--- config.mk ---
export PLATFORM = sky130hd
export DESIGN_NAME = reg_status_file_flat
export DESIGN_NICKNAME = d
export VERILOG_FILES = /design/src/rtl/reg_status_file_if.sv /design/src/rtl/reg_status_file.sv /design/src/flat_wrapper.sv
export SDC_FILE = /design/constraint.sdc
export NUM_CORES = 2
export LEC_CHECK = 0
export CAP_MARGIN = 30
export CORE_ASPECT_RATIO = 1.25
export CORE_UTILIZATION = 40
export DETAILED_ROUTE_END_ITERATION = 8
export PLACE_DENSITY_LB_ADDON = 0.3
export SLEW_MARGIN = 20
export SYNTH_ARGS = -nofsm -noshare
export SYNTH_HDL_FRONTEND = slang
export SYNTH_SLANG_ARGS = --single-unit
--- constraint.sdc ---
create_clock -name clk -period 8 [get_ports clk]
set_clock_uncertainty 0.2 [all_clocks]
set_input_delay 2 -clock clk [delete_from_list [all_inputs] [get_ports clk]]
set_output_delay 2 -clock clk [all_outputs]
set_load 0.01 [all_outputs]
--- src/rtl/reg_status_file_if.sv ---
// Bundles the decode read ports, rename, commit and flush signals of reg_status_file.
// The master modport is the decoder/ROB side and the slave modport is the register file.
interface reg_status_file_if #(
   parameter int NREG     = 32,
   parameter int DATA_W   = 32,
   parameter int TAG_W    = 4,
   parameter int RD_PORTS = 2
);
   localparam int AW = $clog2(NREG);

   logic [RD_PORTS*AW-1:0]     in_rd_addr;
   logic [RD_PORTS*DATA_W-1:0] out_rd_value;
   logic [RD_PORTS*TAG_W-1:0]  out_rd_tag;
   logic [RD_PORTS-1:0]        out_rd_busy;
   logic                       in_dst_en;
   logic [AW-1:0]              in_dst_reg;
   logic [TAG_W-1:0]           in_dst_tag;
   logic                       in_cmt_en;
   logic [AW-1:0]              in_cmt_reg;
   logic [TAG_W-1:0]           in_cmt_tag;
   logic [DATA_W-1:0]          in_cmt_value;
   logic                       in_flush;
   logic [AW:0]                out_busy_cnt;

   modport master (
      output in_rd_addr, in_dst_en, in_dst_reg, in_dst_tag,
             in_cmt_en, in_cmt_reg, in_cmt_tag, in_cmt_value, in_flush,
      input  out_rd_value, out_rd_tag, out_rd_busy, out_busy_cnt
   );

   modport slave (
      input  in_rd_addr, in_dst_en, in_dst_reg, in_dst_tag,
             in_cmt_en, in_cmt_reg, in_cmt_tag, in_cmt_value, in_flush,
      output out_rd_value, out_rd_tag, out_rd_busy, out_busy_cnt
   );
endinterface

--- src/rtl/reg_status_file.sv ---
// Architectural register file with per-register rename status (busy + ROB tag) and busy count.
// Optional commit-to-read bypass is enabled by defining REG_STATUS_BYPASS_EN.
module reg_status_file #(
   parameter int NREG     = 32,
   parameter int DATA_W   = 32,
   parameter int TAG_W    = 4,
   parameter int RD_PORTS = 2
) (
   input  logic               clk,
   input  logic               rst,
   input  logic               rdy,
   reg_status_file_if.slave   bus
);
   localparam int AW = $clog2(NREG);
   localparam int CW = AW + 1;

   logic [DATA_W-1:0] values_q [NREG];
   logic [DATA_W-1:0] values_d [NREG];
   logic [TAG_W-1:0]  tags_q   [NREG];
   logic [TAG_W-1:0]  tags_d   [NREG];
   logic [NREG-1:0]   busy_q, busy_d;
   logic [CW-1:0]     cnt_q, cnt_d;

   always_ff @(posedge clk or negedge rst) begin
      if (!rst) begin
         for (int unsigned i = 0; i < NREG; i++) begin
            values_q[i] <= '0;
            tags_q[i]   <= '0;
         end
         busy_q <= '0;
         cnt_q  <= '0;
      end else begin
         values_q <= values_d;
         tags_q   <= tags_d;
         busy_q   <= busy_d;
         cnt_q    <= cnt_d;
      end
   end

   // Commit-clear is applied first so rename and flush override it for busy/tag.
   always_comb begin
      values_d = values_q;
      tags_d   = tags_q;
      busy_d   = busy_q;
      if (rdy) begin
         if (bus.in_cmt_en && bus.in_cmt_reg != '0) begin
            values_d[bus.in_cmt_reg] = bus.in_cmt_value;
            if (busy_q[bus.in_cmt_reg] && tags_q[bus.in_cmt_reg] == bus.in_cmt_tag)
               busy_d[bus.in_cmt_reg] = 1'b0;
         end
         if (bus.in_flush) begin
            busy_d = '0;
            for (int unsigned i = 0; i < NREG; i++)
               tags_d[i] = '0;
         end else if (bus.in_dst_en && bus.in_dst_reg != '0) begin
            busy_d[bus.in_dst_reg] = 1'b1;
            tags_d[bus.in_dst_reg] = bus.in_dst_tag;
         end
      end
      busy_d[0] = 1'b0;
   end

   always_comb begin
      cnt_d = '0;
      for (int unsigned i = 1; i < NREG; i++)
         cnt_d = cnt_d + CW'(busy_d[i]);
   end

   logic [RD_PORTS*DATA_W-1:0] rd_value;
   logic [RD_PORTS*TAG_W-1:0]  rd_tag;
   logic [RD_PORTS-1:0]        rd_busy;
   logic [AW-1:0]              a;
   logic                       byp_v;

   assign byp_v = bus.in_cmt_en && rdy && !bus.in_flush;

   always_comb begin
      rd_value = '0;
      rd_tag   = '0;
      rd_busy  = '0;
      a        = '0;
      for (int unsigned p = 0; p < RD_PORTS; p++) begin
         a = bus.in_rd_addr[p*AW +: AW];
         if (a != '0) begin
            rd_value[p*DATA_W +: DATA_W] = values_q[a];
            rd_tag[p*TAG_W +: TAG_W]     = tags_q[a];
            rd_busy[p]                   = busy_q[a];
`ifdef REG_STATUS_BYPASS_EN
            if (byp_v && a == bus.in_cmt_reg) begin
               rd_value[p*DATA_W +: DATA_W] = bus.in_cmt_value;
               if (tags_q[a] == bus.in_cmt_tag)
                  rd_busy[p] = 1'b0;
            end
`endif
         end
      end
   end

`ifndef REG_STATUS_BYPASS_EN
   logic unused_byp;
   assign unused_byp = byp_v;
`endif

   assign bus.out_rd_value = rd_value;
   assign bus.out_rd_tag   = rd_tag;
   assign bus.out_rd_busy  = rd_busy;
   assign bus.out_busy_cnt = cnt_q;
endmodule

--- src/flat_wrapper.sv ---
// flat-port wrapper written by rule: the top's interface ports become plain ports
module reg_status_file_flat 
#(
   parameter int NREG     = 32,
   parameter int DATA_W   = 32,
   parameter int TAG_W    = 4,
   parameter int RD_PORTS = 2
)
  (clk, rst, rdy, bus_in_rd_addr, bus_in_dst_en, bus_in_dst_reg, bus_in_dst_tag, bus_in_cmt_en, bus_in_cmt_reg, bus_in_cmt_tag, bus_in_cmt_value, bus_in_flush, bus_out_rd_value, bus_out_rd_tag, bus_out_rd_busy, bus_out_busy_cnt);
  reg_status_file_if #(.NREG(NREG), .DATA_W(DATA_W), .TAG_W(TAG_W), .RD_PORTS(RD_PORTS)) bus_i ();
  input  logic clk;
  input  logic rst;
  input  logic rdy;
  input wire logic [$bits(bus_i.in_rd_addr)-1:0] bus_in_rd_addr;
  input wire logic [$bits(bus_i.in_dst_en)-1:0] bus_in_dst_en;
  input wire logic [$bits(bus_i.in_dst_reg)-1:0] bus_in_dst_reg;
  input wire logic [$bits(bus_i.in_dst_tag)-1:0] bus_in_dst_tag;
  input wire logic [$bits(bus_i.in_cmt_en)-1:0] bus_in_cmt_en;
  input wire logic [$bits(bus_i.in_cmt_reg)-1:0] bus_in_cmt_reg;
  input wire logic [$bits(bus_i.in_cmt_tag)-1:0] bus_in_cmt_tag;
  input wire logic [$bits(bus_i.in_cmt_value)-1:0] bus_in_cmt_value;
  input wire logic [$bits(bus_i.in_flush)-1:0] bus_in_flush;
  output wire logic [$bits(bus_i.out_rd_value)-1:0] bus_out_rd_value;
  output wire logic [$bits(bus_i.out_rd_tag)-1:0] bus_out_rd_tag;
  output wire logic [$bits(bus_i.out_rd_busy)-1:0] bus_out_rd_busy;
  output wire logic [$bits(bus_i.out_busy_cnt)-1:0] bus_out_busy_cnt;
  assign bus_i.in_rd_addr = bus_in_rd_addr;
  assign bus_i.in_dst_en = bus_in_dst_en;
  assign bus_i.in_dst_reg = bus_in_dst_reg;
  assign bus_i.in_dst_tag = bus_in_dst_tag;
  assign bus_i.in_cmt_en = bus_in_cmt_en;
  assign bus_i.in_cmt_reg = bus_in_cmt_reg;
  assign bus_i.in_cmt_tag = bus_in_cmt_tag;
  assign bus_i.in_cmt_value = bus_in_cmt_value;
  assign bus_i.in_flush = bus_in_flush;
  assign bus_out_rd_value = bus_i.out_rd_value;
  assign bus_out_rd_tag = bus_i.out_rd_tag;
  assign bus_out_rd_busy = bus_i.out_rd_busy;
  assign bus_out_busy_cnt = bus_i.out_busy_cnt;
  reg_status_file #(.NREG(NREG), .DATA_W(DATA_W), .TAG_W(TAG_W), .RD_PORTS(RD_PORTS)) u_core (.clk(clk), .rst(rst), .rdy(rdy), .bus(bus_i));
endmodule
Word level (Yosys, flattened, before mapping):

Cells that the tools add are included.

* register bits after elaboration: 1189
* latch bits: 0
* RAM bits: 0
* memory bits (read-only): 0
* output and inout port bits: 80
* logic and storage cells: 175
* memories: 0

* add/sub/neg operators: 30
* multiply operators: 0
* divide/modulo/power cells: 0
* $lt $le $gt $ge: 12
* equal/unequal tests: 1
* shift operators: 0
* multiplexer cells: 45
* bitwise logic cells: 7
* reduce and logical (&&, ||, !) cells: 14

Operator list (number)
* bitwise mux 1024 bit: 1
* 2-to-1 mux 32 bit: 13
* binary-select mux 32 bit (select 5 bit): 2
* 2-to-1 mux 128 bit: 2
* adder 6 x 1 -> 6 bit: 29
* demux 32 bit (select 5 bit): 1
* bitwise mux 128 bit: 1
* binary-select mux 4 bit (select 5 bit): 3
* 2-to-1 mux 4 bit: 9
* AND 32 bit: 1
* NOT 32 bit: 1
* OR 32 bit: 1
* >= comparator 6 bit (second input constant): 4
* < comparator 5 x 6 -> 1 bit (second input constant): 4
* NOT 5 -> 6 bit: 4
* demux 4 bit (select 5 bit): 1
* nonzero test 5 bit: 4
* binary-select mux 1 bit (select 5 bit): 3
* < comparator 6 x 1 -> 1 bit (second input constant): 2
* demux 1 bit (select 5 bit): 2
* >= comparator 5 x 1 -> 1 bit (second input constant): 2
* logical AND 1 bit: 7
* 2-to-1 mux 1 bit: 7
* equality test 4 bit: 1
* other kinds (3): 4

Logic depth before layout (Yosys ltp):

* word-level depth: 43
* gate-level depth with buffers: 26

Worst setup path after synthesis:

OpenSTA, ideal clock, no wires.

* kind: input to register
* start point: input port bus_in_cmt_reg[1]
* end point: register u_core.cnt_q[4], in the netlist u_core.bus.out_busy_cnt[4]
* setup time: 0.080 ns
* arrival time: 8.349 ns
* setup slack: -0.629 ns
* cell stages on the path: 24
* path buffers: 3
* cells stage by stage: buf_4 buf_2 mux2i_1 o22ai_1 nor4_1 and4_1 o22ai_2 or3b_1 buf_6 o31a_1 ha_1 fa_1 fa_1 fa_1 fa_1 inv_1 fa_1 inv_1 fa_1 ha_1 fa_1 a21o_1 a21oi_1 xnor2_1

* word-level cells in the longest chain between the ends: 43
* elaborated cells on any way between the ends: 54
* classes of those cells: add/sub (30); order compare (2); eq/ne (1); mux (13); bitwise (4); reduce/logical (4)

Ends and longest elaborated chain
* start, declared: RTL line flat_wrapper.sv:19 `input wire logic [$bits(bus_i.in_cmt_reg)-1:0] bus_in_cmt_reg;`
* < comparator 5 x 6 -> 1 bit (implied by the code) (tied with other cells): RTL line reg_status_file.sv:49 `busy_d[bus.in_cmt_reg] = 1'b0;`
* logical AND 1 bit (implied by the code) / binary-select mux 4 bit (select 5 bit) (equally long branches): RTL line reg_status_file.sv:49, reg_status_file.sv:48
* 2-to-1 mux 1 bit (implied by the code) / 2-to-1 mux 4 bit (equally long branches): RTL line reg_status_file.sv:49, reg_status_file.sv:48
* demux 1 bit (select 5 bit) / 2-to-1 mux 4 bit (equally long branches)
* NOT 32 bit (no source line) / equality test 4 bit (equally long branches)
* AND 32 bit (no source line) / logical AND 1 bit (equally long branches)
* 2-to-1 mux 32 bit: RTL line reg_status_file.sv:48 `if (busy_q[bus.in_cmt_reg] && tags_q[bus.in_cmt_reg] == bus.in_cmt_tag)`
* 2-to-1 mux 32 bit (*): RTL line reg_status_file.sv:46 `if (bus.in_cmt_en && bus.in_cmt_reg != '0) begin`
* 2-to-1 mux 32 bit (*): RTL line reg_status_file.sv:45 `if (rdy) begin`
* OR 32 bit (no source line)
* 2-to-1 mux 32 bit (*): RTL line reg_status_file.sv:55 `end else if (bus.in_dst_en && bus.in_dst_reg != '0) begin`
* 2-to-1 mux 32 bit (*): RTL line reg_status_file.sv:51 `if (bus.in_flush) begin`
* 2-to-1 mux 32 bit (*): RTL line reg_status_file.sv:45
* via u_core.busy_d[1]: RTL line reg_status_file.sv:21 `logic [NREG-1:0] busy_q, busy_d;`
* adder 1 x 1 -> 2 bit (*): RTL line reg_status_file.sv:66 `cnt_d = cnt_d + CW'(busy_d[i]);`
* adder 6 x 1 -> 6 bit (*) (29 in series): RTL line reg_status_file.sv:66
* via u_core.cnt_d[4]: RTL line reg_status_file.sv:22 `logic [CW-1:0] cnt_q, cnt_d;`
* end signal, assigned: RTL line reg_status_file.sv:36 `cnt_q <= cnt_d;`
* end, declared: RTL line reg_status_file.sv:22

Mark *: on every way through the listed nets, which the timed path passes. The rest lies on a longest branch. The select of a mux whose other input is x is not followed.
A chain may end at the register's enable or synchronous reset.

Worst setup path in the final report:

Ends and elaborated chain as after synthesis.

==> results.toml <==
[outcome]
status = "finished, violations left"
violations = "negative setup slack"

[synthesis]
async_flop_share_pct = 100.0
ys_top_cells_by_area = "dfrtp_1, mux4_2, mux2_2, mux2i_1, clkbuf_1"
synth.yosys.seq_area_share_pct = 44.65
synth_ff_type = "dfrtp_1"
synthCells = 4416
ys.warnings.count = 0
synth_top_area_cell = "dfrtp_1"
synth-edff-count = 0
synth_fp_nets = 4514
ys_types = 67
syn-cell-area_sq_um = 66640
yosysMostFrequentCell = "dfrtp_1"
synth_common_cells = "dfrtp_1, mux2_2, mux4_2"
netlist.area_leader.share_pct = 44.65
syn_avg_cell_area_sq_um = 15.09
synth_seq_cells = 1189

[clock_network]
ctsHtreeMaxLevel = 4
clkLatencyLatePin_ns = 0.78
path_clk_slew_ns = 0.06
cts_root_buf = "clkbuf_16"
cts_buffer_depth = 3
cts_tree = "yes"
cts_made_buffers = 132
cts.sinks = 1189

[floorplan]
fp.dieH_um = 458.3
fp.dieArea_sq_um = 168200
dieWidth_um = 367.1
io_pins = 146
num_rows = 167
initial_core_util_pct = 40.27
coreArea_sq_um = 165500

[setup_path]
end_kind = "flip-flop"
critPathKind = "input pin to flip-flop"
path_max_fanout = 8
crit_required_ns = 8.50
worstSetupStartpointType = "input pin"
critPathArrivalTime_ns = 8.51

[timing]
tightest_slew_ns = 1.072
setup_ws_ns = -0.01462
timing.hold.ws_ns = 0.1906
finalCritPeriodShare_pct = 100.2
final_max_slew_viol_count = 0
setup_violations = 1
fmax_ghz = 0.1248
slew_headroom_pct = 28.53
period_needed_ns = 8.015
final_hold_viol_count = 0
rsz0062_at_grt = "yes"

[detailed_routing]
wl_um = 207300
ant_nets = 0
vias_per_cell = 6.203
dr.pass1.iters = 5
drt_iter0_drc = 3516
drc = 0
vias = 42370
wl_per_cell_um = 30.35

[finish]
num-fill-cells = 14380
stdcell_area_sq_um = 77300
finalNetCount = 4633
drive_above_1_share_pct = 51.66
instances_no_fill = 6831
seqCellArea_sq_um = 29750
multiInputGateArea_sq_um = 35060
areaGrowthSynthToFinish_pct = 16.00
fin_util_pct = 46.71

[place]
place_inst = 6550
gp_congestion = 0.9117
port_buffers = 145
dp_hpwl_um = 127100
postPlaceCellArea_sq_um = 71880

[global_routing]
track_usage_pct = 24.81
globalRoute.totalOverflow = 0
grt_pass1_vias = 44440
antenna_found_initial = 8
grt_max_degree = 167
grt_first_pass_wirelength_um = 308100

[job]
maxCapViolCount = 0

[power]
max-vdd-ir-drop_mv = 0.6504
power.leakage_nw = 33.53
power_density_nw_per_um2 = 242.2

[worst_hold_path]
holdCritPathClass = "flip-flop to flip-flop"
worst max-delay path, cell delays in order:
cell and delay [ns]:
buf_16 0.13, buf_12 0.13, buf_6 0.11, mux2i_2 0.17, o22ai_2 0.13, nor4_4 0.46, and3_4 0.25, o211ai_2 0.11
or3b_4 0.43, o31a_1 0.35, ha_4 0.23, fa_1 0.58, fa_1 0.45, fa_1 0.47, fa_1 0.52, inv_2 0.04
fa_2 0.53, inv_2 0.04, fa_2 0.44, ha_4 0.19, fa_2 0.34, a21o_1 0.17, a21oi_2 0.13, xnor2_1 0.12
per-stage QoR:
step / worst slack [ns] / setup TNS (ns) / total power, mW
after detailed placement: -1.556 / -7.879 / 12.49
after floorplan: -0.4722 / -1.377 / 10.75
final: -0.01462 / -0.01462 / 18.72
after global placement: -1.557 / -7.940 / 12.35
after global routing: -0.1568 / -0.2642 / 19.67
after CTS: -0.1161 / -0.1857 / 18.83
power by group:
part | switching [mW] | internal (mW) | total [mW]
combinational | 2.14 | 2.83 | 4.97
sequential | 0.727 | 6.86 | 7.59
clock | 2.59 | 3.58 | 6.17
total | 5.46 | 13.3 | 18.7
layout make-up:
class / count / area share, %
Clock inverter: 45 / 0.6653
Multi-Input combinational cell: 2581 / 45.36
Clock buffer: 186 / 4.916
Timing Repair Buffer: 469 / 6.214
Tap cell: 2197 / 3.556
Antenna cell: 2 / 0.006475
Sequential cell: 1189 / 38.49
Inverter: 162 / 0.7867
layout by cell type (no fill, tap or decap), types with 35 or more instances in the layout:
cell type,n
buf_12,43
buf_4,240
buf_8,35
clkbuf_16,136
clkdlybuf4s50_1,126
dfrtp_1,1189
inv_1,158
mux2_2,980
mux2i_1,218
mux4_2,753
nand2_1,47
nor2_1,113
o22ai_1,133
state kept, by name, summed over array words and instances, names as in the netlist:
| register | flops |
|---|---|
| u_core.bus.out_busy_cnt | 6 |
| u_core.tags_q | 128 |
| u_core.busy_q | 31 |
| u_core.values_q | 1024 |
what timing repair did:
item / in CTS / in global routing
setup buffers: 24 / 4
cloned: 1 / 1
pin swaps: 43 / 30
hold endpoints to repair: 0 / 0
gates resized for setup: 80 / 48
setup endpoints to repair: 6 / 5
hold buffers: 0 / 0
logic make-up (layout without fill, tap and decap cells):
family	Yosys count	count (layout)	share of synthesized area, %
AOI/OAI and AO/OA	253	253	2.497
and+or+nand+nor	312	312	2.358
other	0	2	0
buffers and inverters	646	862	3.825
adders and majority gates	32	32	0.8599
muxes	1980	1980	45.75
DFF	1189	1189	44.65
xor gates and xnor gates	4	4	0.06385
worst paths after layout:
kind                                       startpoint                         end  slack [ns]  cells past startpoint
worst max-delay path                bus_in_cmt_reg[1]  u_core.bus.out_busy_cnt[4]       -0.01                     24
worst min-delay path            u_core.values_q[1015]       u_core.values_q[1015]        0.19                      0
worst max register to register       u_core.tags_q[8]  u_core.bus.out_busy_cnt[4]        0.99                     21
worst min register to register  u_core.values_q[1015]       u_core.values_q[1015]        0.19                      0
max in group asynchronous                         rst        u_core.values_q[815]        4.85                      2
min in group asynchronous                         rst           u_core.busy_q[10]        1.05                      1
metal layers:
metal	up-vias	GRT usage, %	wire [um]
li1	17270	-	-
met1	23210	32.65	84150
met2	1477	40.62	102700
met3	413	4.492	11970
met4	2	9.929	8479
met5	-	0	12
Note: power is estimated with default switching activity, not from simulation.
